--- src/rtl/truth_table_sequencer_pkg.sv ---
// Shared encodings and sizing for the truth-table sequencer and its result buffer.
// Also holds the helper that picks one vector's golden response out of the packed table.
package truth_table_sequencer_pkg;

    localparam int VEC_COUNT = 8;
    localparam int VEC_W     = 3;
    localparam int CNT_W     = 4;

    typedef enum logic [2:0] {
        ST_IDLE    = 3'd0,
        ST_DRIVE   = 3'd1,
        ST_SETTLE  = 3'd2,
        ST_CAPTURE = 3'd3,
        ST_DONE    = 3'd4
    } state_e;

    // Golden {f1,f2,f3} for vector i; vector i sits at bits [3i+2:3i].
    function automatic logic [VEC_W-1:0] golden_slice(
        input logic [VEC_COUNT*VEC_W-1:0] tbl,
        input logic [2:0]                 i
    );
        return tbl[VEC_W*i +: VEC_W];
    endfunction

endpackage

--- src/rtl/tt_result_buf.sv ---
// 8x3 result buffer: synchronous write port, asynchronous read port.
// Contents are deliberately not reset; readers qualify with results_valid.
module tt_result_buf
    import truth_table_sequencer_pkg::*;
(
    input  logic             clk,
    input  logic             we,
    input  logic [2:0]       waddr,
    input  logic [VEC_W-1:0] wdata,
    input  logic [2:0]       raddr,
    output logic [VEC_W-1:0] rdata
);

    logic [VEC_W-1:0] mem_r [VEC_COUNT];

    // Capture one vector's response when the sequencer is in CAPTURE.
    always_ff @(posedge clk) begin
        if (we) begin
            mem_r[waddr] <= wdata;
        end
    end

    assign rdata = mem_r[raddr];

endmodule

--- src/rtl/truth_table_sequencer.sv ---
// Sweeps {a,b,c} through all 8 input combinations, waits for the external logic to
// settle, captures {f1,f2,f3} per vector and counts mismatches against a golden table.
module truth_table_sequencer
    import truth_table_sequencer_pkg::*;
#(
    parameter int          SETTLE_CYCLES = 2,
    parameter logic [23:0] EXPECTED      = 24'h000000
) (
    input  logic       clk,
    input  logic       rst_n,
    input  logic       start,
    input  logic       abort,
    output logic       a,
    output logic       b,
    output logic       c,
    input  logic       f1,
    input  logic       f2,
    input  logic       f3,
    output logic       busy,
    output logic       done,
    output logic       results_valid,
    input  logic [2:0] rd_addr,
    output logic [2:0] rd_data,
    output logic [3:0] mismatch_cnt,
    output logic       pass
);

    state_e           state_r, state_s;
    logic [2:0]       idx_r, idx_s;
    logic [CNT_W-1:0] settle_cnt_r, settle_cnt_s;
    logic [2:0]       abc_r, abc_s;
    logic [3:0]       mism_r, mism_s;
    logic             valid_r, valid_s;
    logic             busy_r, done_r, pass_r;
    logic             we_s;
    logic [VEC_W-1:0] cap_s;

    assign cap_s = {f1, f2, f3};

    // Next-state, datapath updates and buffer write strobe.
    always_comb begin
        state_s      = state_r;
        idx_s        = idx_r;
        settle_cnt_s = settle_cnt_r;
        abc_s        = abc_r;
        mism_s       = mism_r;
        valid_s      = valid_r;
        we_s         = 1'b0;
        if ((state_r != ST_IDLE) && abort) begin
            // Cancelled sweep: results_valid is already low since start cleared it.
            state_s = ST_IDLE;
            abc_s   = 3'd0;
        end else begin
            case (state_r)
                ST_IDLE: begin
                    if (start && !abort) begin
                        idx_s   = 3'd0;
                        mism_s  = 4'd0;
                        valid_s = 1'b0;
                        state_s = ST_DRIVE;
                    end else begin
                        state_s = ST_IDLE;
                    end
                end
                ST_DRIVE: begin
                    abc_s        = idx_r;
                    settle_cnt_s = CNT_W'(SETTLE_CYCLES - 1);
                    state_s      = ST_SETTLE;
                end
                ST_SETTLE: begin
                    if (settle_cnt_r == {CNT_W{1'b0}}) begin
                        state_s = ST_CAPTURE;
                    end else begin
                        settle_cnt_s = settle_cnt_r - {{(CNT_W-1){1'b0}}, 1'b1};
                    end
                end
                ST_CAPTURE: begin
                    we_s = 1'b1;
                    if (cap_s != golden_slice(EXPECTED, idx_r)) begin
                        mism_s = mism_r + 4'd1;
                    end else begin
                        mism_s = mism_r;
                    end
                    if (idx_r == 3'd7) begin
                        // Stimulus returns to zero for the DONE cycle.
                        abc_s   = 3'd0;
                        valid_s = 1'b1;
                        state_s = ST_DONE;
                    end else begin
                        idx_s   = idx_r + 3'd1;
                        state_s = ST_DRIVE;
                    end
                end
                ST_DONE: begin
                    state_s = ST_IDLE;
                end
                default: begin
                    state_s = ST_IDLE;
                    abc_s   = 3'd0;
                end
            endcase
        end
    end

    // State and registered outputs; buffer contents are kept out of reset.
    always_ff @(posedge clk or negedge rst_n) begin
        if (!rst_n) begin
            state_r      <= ST_IDLE;
            idx_r        <= 3'd0;
            settle_cnt_r <= {CNT_W{1'b0}};
            abc_r        <= 3'd0;
            mism_r       <= 4'd0;
            valid_r      <= 1'b0;
            busy_r       <= 1'b0;
            done_r       <= 1'b0;
            pass_r       <= 1'b0;
        end else begin
            state_r      <= state_s;
            idx_r        <= idx_s;
            settle_cnt_r <= settle_cnt_s;
            abc_r        <= abc_s;
            mism_r       <= mism_s;
            valid_r      <= valid_s;
            busy_r       <= (state_s != ST_IDLE);
            done_r       <= (state_s == ST_DONE);
            pass_r       <= valid_s && (mism_s == 4'd0);
        end
    end

    tt_result_buf u_buf (
        .clk   (clk),
        .we    (we_s),
        .waddr (idx_r),
        .wdata (cap_s),
        .raddr (rd_addr),
        .rdata (rd_data)
    );

    assign a             = abc_r[2];
    assign b             = abc_r[1];
    assign c             = abc_r[0];
    assign busy          = busy_r;
    assign done          = done_r;
    assign results_valid = valid_r;
    assign mismatch_cnt  = mism_r;
    assign pass          = pass_r;

endmodule

--- config.mk ---
export PLATFORM = sky130hd
export DESIGN_NAME = truth_table_sequencer
export DESIGN_NICKNAME = d
export VERILOG_FILES = /design/src/rtl/truth_table_sequencer_pkg.sv /design/src/rtl/tt_result_buf.sv /design/src/rtl/truth_table_sequencer.sv
export SDC_FILE = /design/constraint.sdc
export NUM_CORES = 1
export LEC_CHECK = 0
export BUFFER_PORTS_ARGS = -buffer_cell sky130_fd_sc_hd__buf_4
export CAP_MARGIN = 30
export CORE_ASPECT_RATIO = 0.6
export CORE_MARGIN = 2
export CORE_UTILIZATION = 57
export DETAILED_ROUTE_END_ITERATION = 8
export PLACE_DENSITY = 0.78
export SLEW_MARGIN = 20
export SYNTH_ARGS = -nofsm -noshare
export SYNTH_HDL_FRONTEND = slang
export SYNTH_HIERARCHICAL = 1
export SYNTH_SLANG_ARGS = --single-unit
--- constraint.sdc ---
create_clock -name clk -period 2.15 [get_ports clk]
set_input_delay 0.43 -clock clk [delete_from_list [all_inputs] [get_ports clk]]
set_output_delay 0.43 -clock clk [all_outputs]
set_load 0.1 [all_outputs]
==> impl_metrics.yaml, run 1 <==
logic_synthesis:
  ys_types: 46
  synth-seq-cells: 45
  synth_edf_count: 24
  synth_fp_nets: 157
  postSynth.asyncResetShare_pct: 46.7
  syn_area_per_cell_sq_um: 14.5
  ys_warn_count: 6
  synth_cells: 142
  syn_area_sq_um: 2060
  yosysSeqAreaShare_pct: 60.5
  ys.flop_type: "edfxtp_1"
cts:
  ctsRootBufferMaster: "clkbuf_8"
  post-cts-setup-buffers: 0
  cts_tree: "done"
  cts_buffer_depth: 2
  hold_buffers: 0
  htreeDepth: 2
  cts.clk_slew.worst_paths_ns: 0.08
  numCtsBuffers: 5
  clock_latency_ns: 0.28
  numClockSinks: 45
routing:
  dr.pass1.iters: 5
  wire_per_inst_microns: 18.2
  drt-total-wl_microns: 3970
  vias: 1280
  route.detailed.drc: 0
  vias_per_cell: 5.87
  ant_nets: 0
  drtIter0Drc: 126
worst_setup_path:
  critical_path_class: "reg2out"
  path_max_fanout: 1
  required_ns: 1.72
  cp-end-kind: "primary output"
  cp.arrival_ns: 1.67
  startpoint_type: "flop"
pwr:
  p_per_area_nw_per_um2: 864
  p_total_mw: 2.05
  p_leak_nw: 1.01
  vdd_drop_max_v: 0.000573
global_route:
  grt_pass1_vias: 1239
  grtUsageTotal_pct: 22.3
  antenna_found_initial: 0
  overflow: 0
  grt_pass1_wl_microns: 6400
  grt_max_degree: 22
final_layout:
  area_delta_synth_final_pct: 15.3
  fin_cells: 218
  layout-drive-gt1-share_pct: 30.1
  layout_commonest_cell: "edfxtp_1"
  final_cell_mix: "edfxtp_1 (24), buf_4 (23), dfrtp_1 (18), nor2_1 (13), nand2_1 (7)"
  nets: 187
  antenna_cells: 0
sta:
  finalSetupViolCount: 0
  slew_headroom_pct: 55.8
  clock.fmax_mhz: 477
  period_minus_slack_ns: 2.10
  finalClockSkew_ns: 0.00330
  tightest_slew_ns: 0.662
  min_period_over_period_pct: 97.5
  rsz0062_at_grt: "false"
  whs_ns: 0.0129
  hold_viol: 0
  setup_tns_ns: 0
  drv_slew: 0
placement:
  gp_congestion: 0.866
  dp_cells: 210
  dp_hpwl_microns: 2920
  port_buffers: 23
die:
  fp-row-count: 16
  coreArea_sq_um: 3360
  die_h_microns: 50.6
  dieArea_sq_um: 4130
  io_pins: 24
  initial_core_util_pct: 61.3
  die_x_microns: 81.6
run:
  maxCapViolCount: 0
run_status:
  status: "finished clean"
worst_hold_path:
  hold_path_class: "in2async"
kinds of logic after synthesis:
kind of cell / after synthesis / share of synthesized area (%)
AND/OR/NAND/NOR: 50 / 14.5
AO/OA/AOI/OAI: 21 / 8.26
multiplexers: 10 / 9.84
XOR/XNOR: 3 / 1.28
flip-flops: 45 / 60.5
buffers and inverters: 7 / 2.19
adder cells (fa/ha/maj): 6 / 3.52
area by class of cell:
class	count	area, sq um
sequential	45	1250
fill	230	987
multi-input combinational	90	758
timing repair buffer	26	215
clock buffer	5	68.8
tap	45	56.3
inverter	4	15.0
clock inverter	3	12.5
worst paths after layout:
check	slack (ns)	end	cells past startpoint	start
worst max-delay path	0.05	rd_data[1]	3	u_buf/mem_r[1][1]$_DFFE_PP_
worst min-delay path	0.01	mismatch_cnt[3]$_DFF_PN0_	1	rst_n
worst max register to register	0.22	u_buf/mem_r[0][0]$_DFFE_PP_	4	state_r[0]$_DFF_PN0_
worst min register to register	0.51	abc_r[1]$_DFFE_PN0P_	1	abc_r[1]$_DFFE_PN0P_
max in group asynchronous	1.90	mismatch_cnt[2]$_DFF_PN0_	1	rst_n
min in group clk	0.41	u_buf/mem_r[2][1]$_DFFE_PP_	1	f2
cells in the mapped netlist, types with 2 or more instances:
master	instances	area, sq um
nor3_1	5	25.0
edfxtp_1	24	721
nand2b_1	4	25.0
nor3b_1	2	15.0
nand2_1	7	26.3
inv_1	4	15.0
nand3_1	2	10.0
dfrtp_1	21	526
mux4_1	6	158
ha_1	5	62.6
buf_6	2	22.5
o21a_1	2	15.0
nand3b_1	2	15.0
and3_1	2	12.5
a22o_1	5	43.8
a21oi_1	2	10.0
xor2_1	2	17.5
mux2_2	4	45.0
and2_1	2	12.5
nor2_1	13	48.8
report_power, final:
part / internal (mW) / switching [mW] / total (mW) / leakage [nW]
clock: 0.219 / 0.255 / 0.474 / 0.0430
sequential: 0.969 / 0.0885 / 1.06 / 0.495
combinational: 0.174 / 0.348 / 0.522 / 0.474
total: 1.36 / 0.692 / 2.05 / 1.01
state kept, by name, indices dropped and copies added (netlist names):
name	cells
u_buf/mem_r	24
results_valid	1
pass	1
done	1
idx_r	3
abc_r	3
mismatch_cnt	4
state_r	3
busy	1
settle_cnt_r	4
stage by stage:
step                utilization, %  setup WS [ns]  area (sq um)
floorplan                        -          0.174          2060
global placement              68.0         0.0737          2290
detailed placement            68.0         0.0329          2290
CTS                           70.6         0.0114          2370
global route                  70.6         0.0193          2380
finish                        70.6         0.0529          2380
critical path: stages (launching register included):
cell	delay, ns
edfxtp_1	0.41
mux4_1	0.50
mux2_2	0.28
buf_6	0.18
layer usage:
| metal | part of all wire (%) | global-route usage, % |
|---|---|---|
| met5 | 0 | 0 |
| met4 | 0 | 7.22 |
| met3 | 8.4 | 4.86 |
| met2 | 43 | 28.8 |
| met1 | 49 | 36.7 |
timing repair:
item                       CTS  global route
resized for setup            2             6
hold endpoints to repair     0             0
cloned                       0             0
setup endpoints to repair    2             3
Note: power is estimated with default switching activity, not from simulation.
==> run 2: changes to the inputs <==
--- a/config.mk
+++ b/config.mk
@@ -12,6 +12,7 @@
 export CORE_UTILIZATION = 57
 export DETAILED_ROUTE_END_ITERATION = 8
 export PLACE_DENSITY = 0.78
+export RECOVER_POWER = 25
 export SLEW_MARGIN = 20
 export SYNTH_ARGS = -nofsm -noshare
 export SYNTH_HDL_FRONTEND = slang
==> impl_metrics.yaml, run 2 (synthesized netlist as in run 1, its figures left out) <==
run_status:
  status: "finished clean"
final_layout:
  final_cell_mix: "edfxtp_1 (24), buf_4 (21), dfrtp_1 (18), nor2_1 (13), nand2_1 (7)"
  top_register: "u_buf/mem_r"
  layout_commonest_cell: "edfxtp_1"
  fin_area_sq_um: 2370
  area_delta_synth_final_pct: 14.9
  layout-drive-gt1-share_pct: 28.9
  largest_reg_flops: 24
  fin_cells: 218
  nets: 187
  final_core_util_pct: 70.4
  antenna_cells: 0
global_route:
  antenna_found_initial: 0
  use_met1_pct: 36.7
  grt_pass1_vias: 1239
  grt_max_degree: 22
  use_met2_pct: 28.8
  grtUsageTotal_pct: 22.3
  overflow: 0
  met3_usage_pct: 4.86
  top_usage_layer: "met1"
  grt_pass1_wl_microns: 6400
sta:
  finalSetupViolCount: 0
  hold_viol: 0
  finalClockSkew_ns: 0.00369
  min_period_over_period_pct: 97.7
  timing.final.ws_setup_ns: 0.0497
  setup_tns_ns: 0
  whs_ns: 0.333
  period_minus_slack_ns: 2.10
  slew_headroom_pct: 24.9
  clock.fmax_mhz: 476
  drv_slew: 0
  rsz0062_at_grt: "false"
  tightest_slew_ns: 1.13
cts:
  cts_buffer_depth: 2
  numClockSinks: 45
  cts_tree: "done"
  post-cts-setup-buffers: 0
  ctsRootBufferMaster: "clkbuf_8"
  cts.clk_slew.worst_paths_ns: 0.08
  clock_latency_ns: 0.29
  numCtsBuffers: 5
  htreeDepth: 2
pwr:
  p_per_area_nw_per_um2: 867
  p_leak_nw: 1.00
  p_total_mw: 2.05
  vdd_drop_max_v: 0.000573
die:
  io_pins: 24
  dieArea_sq_um: 4130
  fp-row-count: 16
  die_h_microns: 50.6
  initial_core_util_pct: 61.3
  coreArea_sq_um: 3360
  die_x_microns: 81.6
routing:
  ant_nets: 0
  drt-total-wl_microns: 3970
  vias_per_cell: 5.78
  dr.pass1.iters: 4
  drtIter0Drc: 108
  vias: 1261
  wire_per_inst_microns: 18.2
  route.detailed.drc: 0
worst_setup_path:
  r2r_setup_slack_ns: 0.24
  critical_path_class: "reg2out"
  timing.rr.start: "state_r[0]$_DFF_PN0_"
  path_max_fanout: 1
  startpoint_type: "flop"
  cp-startpoint: "u_buf/mem_r[3][0]$_DFFE_PP_"
  cp.arrival_ns: 1.67
  required_ns: 1.72
  cp-end-kind: "primary output"
placement:
  place_area_sq_um: 2290
  post-place-ws_ns: 0.0329
  port_buffers: 23
  dp_cells: 210
  dp_hpwl_microns: 2920
  gp_congestion: 0.866
worst_hold_path:
  hold_path_class: "in2async"
run:
  maxCapViolCount: 0
## run 2: changes by cell type in the layout (fill, tap and decap cells not counted), sizes merged
cell / change
buf: -2
clkbuf: +2
## run 2: final timing paths
| kind | to | depth (start not counted) |
|---|---|---|
| worst max-delay path | rd_data[0] | 3 |
| worst min-delay path | mismatch_cnt[3]$_DFF_PN0_ | 1 |
| worst max register to register | u_buf/mem_r[0][0]$_DFFE_PP_ | 4 |
| worst min register to register | abc_r[1]$_DFFE_PN0P_ | 1 |
| max in group asynchronous | mismatch_cnt[2]$_DFF_PN0_ | 1 |
| min in group clk | state_r[0]$_DFF_PN0_ | 3 |
## run 2: repair_timing
action                                  4_1_cts  5_1_grt
gates cloned                                  0        0
hold buffers                                  0        0
resized for setup                             2        6
endpoints found under the setup margin        2        3
## run 2: final cells by class
| type | instances | area [sq um] |
|---|---|---|
| clock inverters | 3 | 12.5 |
| clock buffers | 5 | 68.8 |
| fillers | 231 | 995 |
| repair buffers | 26 | 208 |
| inverters | 4 | 15.0 |
| multi-input cells | 90 | 758 |
| flip-flops and latches | 45 | 1250 |
| well taps | 45 | 56.3 |
## run 2: power breakdown
group / switching, mW / internal (mW) / leakage, nW
sequential: 0.0879 / 0.969 / 0.495
combinational: 0.348 / 0.173 / 0.467
clock: 0.258 / 0.219 / 0.0430
total: 0.694 / 1.36 / 1.00
## run 2: metal layers
metal | part of all wire, % | routed length, microns | up-vias
met5 | 0 | 0 | -
met1 | 49 | 1920 | 617
met4 | 0 | 0 | 0
met3 | 8.0 | 319 | 0
met2 | 43 | 1720 | 45
li1 | - | - | 599
## run 2: critical path: stages, from the launching register on
cell and delay, ns:
edfxtp_1 0.41, mux4_1 0.51, mux2_2 0.28, buf_6 0.18
